$ cat config.mk
export PLATFORM = sky130hd
export DESIGN_NAME = ssd1306_spi_tx_flat
export DESIGN_NICKNAME = d
export VERILOG_FILES = /design/src/rtl/ssd1306_spi_pkg.sv /design/src/rtl/ssd1306_spi_tx_if.sv /design/src/rtl/ssd1306_spi_tick_gen.sv /design/src/rtl/ssd1306_spi_tx.sv /design/src/flat_wrapper.sv
export SDC_FILE = /design/constraint.sdc
export NUM_CORES = 1
export LEC_CHECK = 0
export ABC_AREA = 1
export BUFFER_PORTS_ARGS = -buffer_cell sky130_fd_sc_hd__buf_4
export CAP_MARGIN = 15
export CORE_UTILIZATION = 50
export CTS_CLUSTER_SIZE = 16
export DETAILED_ROUTE_END_ITERATION = 7
export PLACE_DENSITY = 0.79
export SYNTH_ARGS = -nofsm -noshare
export SYNTH_HDL_FRONTEND = slang
export SYNTH_SLANG_ARGS = --single-unit
export TNS_END_PERCENT = 5
$ cat constraint.sdc
create_clock -name clk_in -period 1.42 [get_ports clk_in]
set_input_delay 0.071 -clock clk_in [delete_from_list [all_inputs] [get_ports clk_in]]
set_output_delay 0.071 -clock clk_in [all_outputs]
set_load 0.01 [all_outputs]
$ cat src/rtl/ssd1306_spi_pkg.sv
// rtl/ssd1306_spi_pkg.sv - shared types and constants for the SSD1306 SPI transmitter
package ssd1306_spi_pkg;

    typedef enum logic [2:0] {
        IDLE,
        CS_SETUP,
        SHIFT,
        CS_HOLD,
        CS_GAP
    } spi_state_t;

    localparam int   SPI_BITS  = 8;
    localparam logic SCLK_IDLE = 1'b1;

endpackage

$ cat src/rtl/ssd1306_spi_tx_if.sv
// rtl/ssd1306_spi_tx_if.sv - executor-to-transmitter byte handshake
interface ssd1306_spi_tx_if;

    logic       tx_trigger_in;
    logic [7:0] data_in;
    logic       last_byte_in;
    logic       ready_out;

    modport master (
        output tx_trigger_in,
        output data_in,
        output last_byte_in,
        input  ready_out
    );

    modport slave (
        input  tx_trigger_in,
        input  data_in,
        input  last_byte_in,
        output ready_out
    );

endinterface

$ cat src/rtl/ssd1306_spi_tick_gen.sv
// rtl/ssd1306_spi_tick_gen.sv - CLK_DIV down-counter emitting a tick on each half-period boundary
module ssd1306_spi_tick_gen #(
    parameter int CLK_DIV  = 2,
    parameter int CNT_BITS = $clog2(CLK_DIV + 1)
) (
    input  logic clk_in,
    input  logic reset_in,
    input  logic restart_in,
    output logic tick_out
);

    localparam logic [CNT_BITS-1:0] RELOAD = CNT_BITS'(CLK_DIV - 1);

    logic [CNT_BITS-1:0] cnt_q;

    always_ff @(posedge clk_in or posedge reset_in) begin
        if (reset_in) begin
            cnt_q <= '0;
        end else if (restart_in || (cnt_q == '0)) begin
            cnt_q <= RELOAD;
        end else begin
            cnt_q <= cnt_q - CNT_BITS'(1);
        end
    end

    assign tick_out = (cnt_q == '0);

endmodule

$ cat src/rtl/ssd1306_spi_tx.sv
// rtl/ssd1306_spi_tx.sv - SPI mode-3 byte transmitter owning CS# framing for the SSD1306
module ssd1306_spi_tx
    import ssd1306_spi_pkg::*;
#(
    parameter int CLK_DIV = 2
) (
    input  logic              clk_in,
    input  logic              reset_in,
    ssd1306_spi_tx_if.slave   tx,
    output logic              spi_sclk_out,
    output logic              spi_mosi_out,
    output logic              spi_csn_out
);

    localparam int         CNT_BITS = $clog2(CLK_DIV + 1);
    localparam logic [2:0] LAST_BIT = 3'(SPI_BITS - 1);

    if (CLK_DIV < 1) begin : g_bad_div
        $error("ssd1306_spi_tx: CLK_DIV must be at least 1");
    end

    spi_state_t state_q, state_d;
    logic [7:0] data_q, data_d;
    logic       last_q, last_d;
    logic [2:0] bit_cnt_q, bit_cnt_d;
    logic       sclk_q, sclk_d;
    logic       mosi_q, mosi_d;
    logic       csn_q, csn_d;
    logic       ready_q, ready_d;
    logic [2:0] next_bit;
    logic       tick;

    // Divider is held in reload while idle so every phase starts a full CLK_DIV.
    ssd1306_spi_tick_gen #(
        .CLK_DIV  (CLK_DIV),
        .CNT_BITS (CNT_BITS)
    ) u_tick_gen (
        .clk_in     (clk_in),
        .reset_in   (reset_in),
        .restart_in (state_q == IDLE),
        .tick_out   (tick)
    );

    always_ff @(posedge clk_in or posedge reset_in) begin
        if (reset_in) begin
            state_q   <= IDLE;
            data_q    <= '0;
            last_q    <= 1'b0;
            bit_cnt_q <= '0;
            sclk_q    <= SCLK_IDLE;
            mosi_q    <= 1'b0;
            csn_q     <= 1'b1;
            ready_q   <= 1'b1;
        end else begin
            state_q   <= state_d;
            data_q    <= data_d;
            last_q    <= last_d;
            bit_cnt_q <= bit_cnt_d;
            sclk_q    <= sclk_d;
            mosi_q    <= mosi_d;
            csn_q     <= csn_d;
            ready_q   <= ready_d;
        end
    end

    always_comb begin
        state_d   = state_q;
        data_d    = data_q;
        last_d    = last_q;
        bit_cnt_d = bit_cnt_q;
        sclk_d    = sclk_q;
        mosi_d    = mosi_q;
        csn_d     = csn_q;
        ready_d   = ready_q;
        next_bit  = bit_cnt_q + 3'd1;

        case (state_q)
            IDLE: begin
                if (tx.tx_trigger_in && ready_q) begin
                    data_d    = tx.data_in;
                    last_d    = tx.last_byte_in;
                    ready_d   = 1'b0;
                    bit_cnt_d = '0;
                    mosi_d    = tx.data_in[SPI_BITS-1];
                    if (csn_q) begin
                        state_d = CS_SETUP;
                        csn_d   = 1'b0;
                        sclk_d  = SCLK_IDLE;
                    end else begin
                        // Frame continuation: the first falling edge is this accept edge.
                        state_d = SHIFT;
                        sclk_d  = ~SCLK_IDLE;
                    end
                end
            end
            CS_SETUP: begin
                if (tick) begin
                    state_d = SHIFT;
                    sclk_d  = ~SCLK_IDLE;
                end
            end
            SHIFT: begin
                if (tick) begin
                    if (sclk_q != SCLK_IDLE) begin
                        sclk_d = SCLK_IDLE;
                    end else if (bit_cnt_q == LAST_BIT) begin
                        bit_cnt_d = '0;
                        if (last_q) begin
                            state_d = CS_HOLD;
                        end else begin
                            state_d = IDLE;
                            ready_d = 1'b1;
                        end
                    end else begin
                        bit_cnt_d = next_bit;
                        sclk_d    = ~SCLK_IDLE;
                        mosi_d    = data_q[~next_bit];
                    end
                end
            end
            CS_HOLD: begin
                if (tick) begin
                    state_d = CS_GAP;
                    csn_d   = 1'b1;
                end
            end
            CS_GAP: begin
                if (tick) begin
                    state_d = IDLE;
                    ready_d = 1'b1;
                end
            end
            default: begin
                state_d = IDLE;
                ready_d = 1'b1;
                csn_d   = 1'b1;
                sclk_d  = SCLK_IDLE;
            end
        endcase
    end

    assign tx.ready_out  = ready_q;
    assign spi_sclk_out  = sclk_q;
    assign spi_mosi_out  = mosi_q;
    assign spi_csn_out   = csn_q;

endmodule

$ cat src/flat_wrapper.sv
// flat-port wrapper written by rule: the top's interface ports become plain ports
module ssd1306_spi_tx_flat import ssd1306_spi_pkg::*;
#(
    parameter int CLK_DIV = 2
)
  (clk_in, reset_in, spi_sclk_out, spi_mosi_out, spi_csn_out, tx_tx_trigger_in, tx_data_in, tx_last_byte_in, tx_ready_out);
  ssd1306_spi_tx_if tx_i ();
  input  logic clk_in;
  input  logic reset_in;
  output logic spi_sclk_out;
  output logic spi_mosi_out;
  output logic spi_csn_out;
  input wire logic [$bits(tx_i.tx_trigger_in)-1:0] tx_tx_trigger_in;
  input wire logic [$bits(tx_i.data_in)-1:0] tx_data_in;
  input wire logic [$bits(tx_i.last_byte_in)-1:0] tx_last_byte_in;
  output wire logic [$bits(tx_i.ready_out)-1:0] tx_ready_out;
  assign tx_i.tx_trigger_in = tx_tx_trigger_in;
  assign tx_i.data_in = tx_data_in;
  assign tx_i.last_byte_in = tx_last_byte_in;
  assign tx_ready_out = tx_i.ready_out;
  ssd1306_spi_tx #(.CLK_DIV(CLK_DIV)) u_core (.clk_in(clk_in), .reset_in(reset_in), .tx(tx_i), .spi_sclk_out(spi_sclk_out), .spi_mosi_out(spi_mosi_out), .spi_csn_out(spi_csn_out));
endmodule
* Word-level counts from Yosys, hierarchy flattened
Cells that the tools add are included.
** Operators by class
- Reductions and logical operators :: 15
- Add/subtract/negate cells :: 2
- $lt $le $gt $ge :: 1
- Eq/ne operators :: 14
- Bitwise operators :: 4
- Mux-type cells :: 38
** Operators with widths (count)
- 3-bit two-way mux :: 11
- 1-bit two-way mux :: 17
- 3-bit case mux with 5 select lines :: 1
- 2-bit by 1-bit != test with 1-bit output (second input constant) :: 7
- 7-bit AND reduction :: 2
- 1-bit case mux with 4 select lines :: 2
- 4-bit AND reduction :: 2
- 3-bit by 2-bit == test with 1-bit output (second input constant) :: 2
- 3-bit == test (second input constant) :: 2
- 2-bit two-way mux :: 3
- 3-bit case mux with 2 select lines :: 1
- 5-bit AND reduction :: 1
- 3-bit by 4-bit < comparator with 1-bit output (second input constant) :: 1
- 2-bit != test (second input constant) :: 2
- 2-bit OR reduction :: 2
- 3-bit by 1-bit adder with 3-bit output (second input constant) :: 1
- 1-bit binary-select mux with 3-bit select :: 1
- 3-bit by 1-bit == test with 1-bit output (second input constant) :: 1
- 3-bit logical NOT :: 1
- 1-bit NOT :: 3
- 3-bit NOT :: 1
- 1-bit case mux with 3 select lines :: 1
- 3-bit AND reduction :: 1
- 3-bit OR reduction :: 1
- 7 further kinds :: 7
** Storage, ports and cells
- Input bits :: 12
- Logic and storage cells :: 83
- Bits in registers :: 21

* Logic depth before layout (Yosys ltp)
Gate-level depths: netlist of run 1.
- Depth after elaboration :: 8
- Mapped depth :: 9
- Depth with buffers taken out :: 9

* By module
Synthesis of run 1 repeated with hierarchy kept, for this count alone.
** Unflattened totals
- Cells, all modules :: 164
- Area total of the unflattened synthesis :: 1234.9 µm²
** By module, submodules not included
- ssd1306_spi_tx :: area an instance 1138.6 µm², cells each 153, instances 1
- ssd1306_spi_tick_gen :: area an instance 96.3 µm², cells each 11, instances 1

* Least setup slack after synthesis of run 1
No wires, ideal clock.
- Kind :: flip-flop to flip-flop
- Start :: reg u_core.bit_cnt_q[0]
- End :: reg u_core.mosi_q, in the netlist u_core.spi_mosi_out
- Stages on the path, launching flop included :: 7
- Arrival time :: 1222 ps
- Path slack :: 71 ps
- Period minus slack after synthesis :: 1349 ps
- Required time :: 1293 ps
- Path through :: dfrtp_1 > ha_1 > ha_1 > inv_1 > a21oi_1 > nor3_1 > a21oi_1
** On the way
- Cells in the longest elaborated chain, start to end :: 8
- Elaborated cells between the ends (all ways) :: 11
** Ends and longest elaborated chain
- start, declared :: RTL line ssd1306_spi_tx.sv:25 : logic [2:0] bit_cnt_q, bit_cnt_d;
- start signal, assigned :: RTL line ssd1306_spi_tx.sv:58 : bit_cnt_q <= bit_cnt_d;
- 3-bit by 1-bit adder with 3-bit output :: RTL line ssd1306_spi_tx.sv:75 : next_bit = bit_cnt_q + 3'd1;
- 3-bit NOT :: RTL line ssd1306_spi_tx.sv:117 : mosi_d = data_q[~next_bit];
- 1-bit binary-select mux with 3-bit select :: RTL line ssd1306_spi_tx.sv:117
- 1-bit two-way mux (implied by the code) :: RTL line ssd1306_spi_tx.sv:117
- 1-bit two-way mux :: RTL line ssd1306_spi_tx.sv:106 : end else if (bit_cnt_q == LAST_BIT) begin
- 1-bit two-way mux :: RTL line ssd1306_spi_tx.sv:104 : if (sclk_q != SCLK_IDLE) begin
- 1-bit two-way mux :: RTL line ssd1306_spi_tx.sv:103 : if (tick) begin
- 1-bit case mux with 2 select lines :: RTL line ssd1306_spi_tx.sv:77 : case (state_q)
- end signal, assigned :: RTL line ssd1306_spi_tx.sv:60 : mosi_q <= mosi_d;
- end, declared :: RTL line ssd1306_spi_tx.sv:27 : logic mosi_q, mosi_d;
Several ways; a longest one is shown, not always the timed one. The select of a mux whose other input is x is not followed.
A chain may end at the register's enable or synchronous reset.

* Worst setup path in the final report of run 1
- Start :: reg u_core.state_q[0]
- End :: reg u_core.data_q[4]
** On the way
- Cells in the longest elaborated chain, start to end :: 2
** Ends and longest elaborated chain
- start, declared :: RTL line ssd1306_spi_tx.sv:22 : spi_state_t state_q, state_d;
- start signal, assigned :: RTL line ssd1306_spi_tx.sv:55 : state_q <= state_d;
- 3-bit logical NOT :: RTL line ssd1306_spi_tx.sv:77
- 2-bit AND reduction (no line)
- end signal, assigned :: RTL line ssd1306_spi_tx.sv:56 : data_q <= data_d;
- end, declared :: RTL line ssd1306_spi_tx.sv:23 : logic [7:0] data_q, data_d;
No other way between the ends.

==> flow_summary.toml, run 1 <==
[final_layout]
area.growth.synth_to_final_pct = 32.5
final_common_cell = "nand2_1"
nNetsFinal = 202
antenna_cells = 0
layout-drive-gt1-share_pct = 30.1
final_cell_mix = "38 x nand2_1, 22 x buf_4, 18 x inv_1"
seq_area_sq_um = 531
multi_input_area_sq_um = 599
fillers = 171

[floorplan]
die_area_sq_um = 2560
core_area_sq_um = 2210
ios = 16
num_rows = 17
die_h_um = 50.6
die_w_um = 50.6
initial_core_util_pct = 53.5

[synthesis]
postSynthCellCount = 150
synthMuxAreaShare_pct = 0
yosys.area_share.xor_xnor_pct = 0
netlist_area_sq_um = 1180
synth_warnings = 0
synthDistinctLibCells = 23
synthAdderAreaFrac_pct = 3.17
synthSimpleGateAreaFrac_pct = 32.2
ys_seq_area_share_pct = 44.8
mappedNetlistNets = 165
synth_compound_area_share_pct = 11.3
synth-seq-cells = 21
avgSynthCellArea_sq_um = 7.88
synth_top_family_by_area = "simple AND/OR/NAND/NOR gates"

[power]
clkPwrFrac_pct = 8.5
pwr-share-comb_pct = 60.4
p_sw_share_pct = 46.8
pwr-share-seq_pct = 31.1
vdd_drop_max_mv = 1.40
leakage_nw = 0.775
intPower_mw = 1.87
finalPower_mw = 3.52
power_density_nw_per_um2 = 2250
p_sw_mw = 1.65

[cts]
clk_latency_ns = 0.31
numCtsBuffers = 3
cts_tree = "done"
clk_pin_slew_worst_paths_ns = 0.12
cts_root_buf = "clkbuf_4"
h-tree-depth = 1
clockBufferDepth = 2
clock-sinks = 21

[global_route]
grt_pass1_wl_mm = 4.62
overflow = 0
grt_pass1_vias = 1100
antenna_found_initial = 0
grt_usage_pct = 24.5
grt_max_degree = 22

[drt]
firstDrtPassIters = 4
routed_wl_mm = 2.82
vias_per_cell = 5.28
wl_met3_um = 83
num_vias = 1130
routed.top_layer = "met4"
ant_nets = 0
drc_errors = 0
wl_per_cell_um = 13.2
wl_met2_mm = 1.44
drt_iter0_drc = 32
drt-met1-wl_mm = 1.25

[critical_path]
startpoint_type = "flip-flop"
ff2ff_setup_slack_ns = 0.07
cp_max_fo = 14
crit_required_ns = 1.66
crit_type = "reg -> reg"
arrival_ns = 1.59
cp-end-kind = "flip-flop"

[sta]
fmax_mhz = 739
fin_crit_sh_pct = 95.3
maxSlewHeadroom_pct = 82.2
slew_violations = 0
setup_slack_ns = 0.0662
clock_skew_ns = 0.00115
tightest_slew_ns = 0.266
hold_violations = 0
fin_crit_ns = 1.35
grt_setup_unrepaired = "yes"
final-setup-viol-count = 0

[place]
place_ws_ns = 0.0431
gp_congestion = 0.904
hpwl_mm = 1.81
portBuffers = 15

[job]
maxCapViolCount = 0

[worst_hold_path]
hold_path_class = "in -> reg"

[status]
status = "completed"
[power by group through the flow]
stage                     Clock [mW]  Sequential [mW]  Combinational (mW)
after floorplan                    0             1.07                1.37
after global placement             0             1.06                1.85
after detailed placement           0             1.07                1.90
after CTS                      0.303             1.06                1.93
after global routing           0.323             1.12                2.38
final                          0.301             1.09                2.13
[final timing paths]
| path | startpoint | to | depth (start not counted) |
|---|---|---|---|
| max in group asynchronous | reset_in | u_core.spi_sclk_out$_DFFE_PP1P_ | 4 |
| worst min register to register | u_core.u_tick_gen.cnt_q[0]$_DFF_PP0_ | u_core.u_tick_gen.cnt_q[0]$_DFF_PP0_ | 1 |
| worst min-delay path | tx_tx_trigger_in | u_core.last_q$_DFFE_PP0P_ | 6 |
| min in group asynchronous | reset_in | u_core.data_q[3]$_DFFE_PP0P_ | 4 |
| worst max register to register | u_core.state_q[0]$_DFFE_PP0P_ | u_core.data_q[4]$_DFFE_PP0P_ | 8 |
| worst max-delay path | u_core.state_q[0]$_DFFE_PP0P_ | u_core.data_q[4]$_DFFE_PP0P_ | 8 |
[synthesized netlist by cell type, drive strengths merged]
cell type	number	area, sq um
o211ai	1	7.51
dfrtp	18	450
nand3	15	80.1
o21ai	12	60.1
nor2	12	76.3
nand2	45	181
nor3	3	15.0
inv	24	90.1
buf	1	11.3
dfstp	3	78.8
ha	3	37.5
o31ai	1	7.51
a21oi	8	58.8
nand4	2	12.5
nand3b	2	15.0
[flip-flops by register name (all words and copies together) (netlist names)]
register	count
u_core.spi_csn_out	1
u_core.bit_cnt_q	3
u_core.data_q	8
u_core.spi_mosi_out	1
u_core.spi_sclk_out	1
u_core.last_q	1
u_core.u_tick_gen.cnt_q	2
u_core.tx.ready_out	1
u_core.state_q	3
[critical path, stage by stage (launching register included)]
cell and delay [ns]:
dfrtp_1 0.46, inv_2 0.13, nand2_4 0.09, nor2_4 0.11, inv_2 0.06, nor2_4 0.17, buf_12 0.15, nand2_1 0.05
o21ai_0 0.06
[cells by family after synthesis]
logic type	count (synthesis)
flops	21
compound gates	22
simple gates	79
fa+ha+maj	3
buf+inv	25
[per-layer routing]
metal | up-vias | global-route usage [%]
met3 | 4 | 2.12
li1 | 559 | -
met1 | 537 | 30.4
met5 | - | 0
met4 | 0 | 10.6
met2 | 30 | 43.1
[cell type report]
cell class | instances | area share, %
multi-input cells | 104 | 38.3
flip-flops and latches | 21 | 33.9
repair buffers | 33 | 18.2
inverters | 24 | 5.75
well taps | 28 | 2.24
clock buffers | 4 | 1.68
[repair_timing]
item	CTS	global route
hold buffers	10	0
setup buffers	0	2
endpoints found under the setup margin	0	17
endpoints found under the hold margin	27	0
gates resized for setup	0	18
[stage by stage]
stage / std cells / instance area, sq um / TNS [ns] / utilization [%] / hold WS [ns]
6_report: 214 / 1570 / 0 / 70.8 / 0.241
5_1_grt: 214 / 1570 / -0.0979 / 70.8 / 0.269
4_1_cts: 212 / 1500 / 0 / 67.9 / 0.230
3_5_place_dp: 198 / 1380 / 0 / 62.2 / 0.128
3_3_place_gp: 198 / 1380 / 0 / 62.2 / 0.116
2_1_floorplan: 150 / 1180 / 0 / - / 0.0453
(Power assumes the default switching activity.)
==> run 2, diff against run 1 <==
==> constraint.sdc (replaced) <==
create_clock -name clk_in -period 1.42 [get_ports clk_in]
set_input_delay 0.284 -clock clk_in [delete_from_list [all_inputs] [get_ports clk_in]]
set_output_delay 0.284 -clock clk_in [all_outputs]
set_load 0.01 [all_outputs]
==> run 2 against run 1 <==
Worst setup slack worse by 0.018 ns; via count fell by 4.3%; cell count fell by 2.8%; sequential cell count stayed put; first-iteration DRC count down 28%; utilization is 3.1 points lower; critical path depth is 2 lower; cell area down 4.3%; register-to-register slack lost 0.02 ns; fmax decreased by 1.3%; sequential power barely moved; global-route usage fell by 2.2 points.
==> flow_summary.toml, run 2 (synthesized netlist as in run 1, its figures left out) <==
[place]
portBuffers = 15
dp.cells = 198
hpwl_mm = 1.81
gp_congestion = 0.904

[final_layout]
stdcell_count = 208
final_cell_mix = "39 x nand2_1, 25 x buf_4, 18 x inv_1"
layout-drive-gt1-share_pct = 32.2
antenna_cells = 0
seq_area_sq_um = 531
final_common_cell = "nand2_1"
fillers = 184
area.growth.synth_to_final_pct = 26.8
reg.largest.list = "u_core.data_q x8, u_core.bit_cnt_q x3, u_core.state_q x3"
multi_input_area_sq_um = 597
largest_reg_flops = 8
regMostFlops = "u_core.data_q"
final_util_pct = 67.8
nNetsFinal = 196

[worst_hold_path]
hold_end = "u_core.last_q$_DFFE_PP0P_"
hp-start = "tx_last_byte_in"
holdPathStages = 3
hold_path_class = "in -> reg"

[sta]
maxSlewHeadroom_pct = 82.5
clock_skew_ns = 0.00266
fin_crit_ns = 1.37
hold_violations = 0
slew_violations = 0
tightest_slew_ns = 0.263
fmax_mhz = 729
grt_setup_unrepaired = "yes"
fin_crit_sh_pct = 96.6
final-setup-viol-count = 0

[critical_path]
startpoint_type = "flip-flop"
rr_endpoint = "u_core.spi_sclk_out$_DFFE_PP1P_"
cp_max_fo = 4
crit_type = "reg -> reg"
crit_path_cell_trace = "inv_2 -> nor2_2 -> inv_1 -> nor2_1 -> nor3_2 -> o21ai_0"
cp_top_family = "simple AND/OR/NAND/NOR gates"
cp.depth = 6
ff2ff_setup_slack_ns = 0.05
arrival_ns = 1.62
slowest_stage = "dfrtp_1"
worstReg2RegStart = "u_core.state_q[0]$_DFFE_PP0P_"
r2r_cells = 6
critical-path-max-stage-delay_ns = 0.45
cp-end-kind = "flip-flop"
crit_required_ns = 1.67
path_buf_inv = 2

[cts]
cts_root_buf = "clkbuf_4"
clock-sinks = 21
numCtsBuffers = 3
h-tree-depth = 1
clockBufferDepth = 2
cts_tree = "done"
clk_latency_ns = 0.31
clk_pin_slew_worst_paths_ns = 0.12

[drt]
firstDrtPassIters = 4
num_vias = 1081
drc_errors = 0
drt_iter0_drc = 23
wl_per_cell_um = 12.6
vias_per_cell = 5.20
ant_nets = 0
routed_wl_mm = 2.62

[global_route]
grt_max_degree = 22
grt_pass1_vias = 1045
grt_usage_pct = 22.3
antenna_found_initial = 0
grt_pass1_wl_mm = 4.24
overflow = 0

[power]
power_density_nw_per_um2 = 2370
leakage_nw = 0.750
vdd_drop_max_mv = 1.42

[status]
status = "completed"

[floorplan]
core_area_sq_um = 2210
num_rows = 17
die_area_sq_um = 2560
initial_core_util_pct = 53.5
die_h_um = 50.6
die_w_um = 50.6
ios = 16

[job]
maxCapViolCount = 0
## run 2: final cells by class
cell class / count / area share (%)
well taps: 28 / 2.34
multi-input cells: 104 / 39.8
inverters: 24 / 6.18
flip-flops and latches: 21 / 35.4
repair buffers: 27 / 14.5
clock buffers: 4 / 1.75
## run 2: worst max-delay path by stage
| stage | from | endpoint | slack [ns] |
|---|---|---|---|
| 4_1_cts | u_core.u_tick_gen.cnt_q[0]$_DFF_PP0_ | u_core.tx.ready_out$_DFFE_PP1P_ | 0.01 |
| 3_5_place_dp | u_core.u_tick_gen.cnt_q[0]$_DFF_PP0_ | u_core.state_q[1]$_DFFE_PP0P_ | 0.04 |
| 5_1_grt | u_core.state_q[0]$_DFFE_PP0P_ | u_core.spi_sclk_out$_DFFE_PP1P_ | -0.03 |
| 2_1_floorplan | u_core.bit_cnt_q[0]$_DFFE_PP0P_ | u_core.spi_mosi_out$_DFFE_PP0P_ | 0.07 |
| 3_3_place_gp | u_core.u_tick_gen.cnt_q[0]$_DFF_PP0_ | u_core.state_q[1]$_DFFE_PP0P_ | 0.08 |
| 6_report | u_core.state_q[0]$_DFFE_PP0P_ | u_core.spi_sclk_out$_DFFE_PP1P_ | 0.05 |
## run 2: worst min-delay path, delay by kind of cell
| kind | cells | cell delay (ns) |
|---|---|---|
| buffers and inverters | 1 | 0.07 |
| AND/OR/NAND/NOR | 2 | 0.10 |
## run 2: routing by layer
metal  track usage [%]  part of all wire [%]  up-vias
met2              38.4                    50       25
met4              11.1                   2.2        0
met5                 0                     0        -
met1              27.9                    44      507
met3              1.82                   3.4        7
li1                  -                     -      542
## run 2: power breakdown
part           leakage [nW]  switching [mW]  internal, mW
logic                 0.479            1.28         0.887
registers             0.256           0.191         0.899
clock network        0.0150           0.189         0.110
## run 2: stage by stage
step                      power, mW  hold WS, ns  setup WS, ns  instance area (sq um)  TNS (ns)
after global routing           3.84        0.179       -0.0290                   1500    -0.121
after floorplan                2.44        0.258        0.0708                   1180         0
after detailed placement       2.97        0.341        0.0431                   1380         0
after CTS                      3.27        0.171        0.0141                   1410         0
after global placement         2.90        0.329        0.0756                   1380         0
final                          3.55        0.169        0.0483                   1500         0
## run 2: timing repair
item / 4_1_cts / 5_1_grt
buffers inserted: 0 / 5
resized for setup: 0 / 18
hold endpoints to repair: 18 / 0
hold buffers: 1 / 0
setup endpoints to repair: 0 / 18
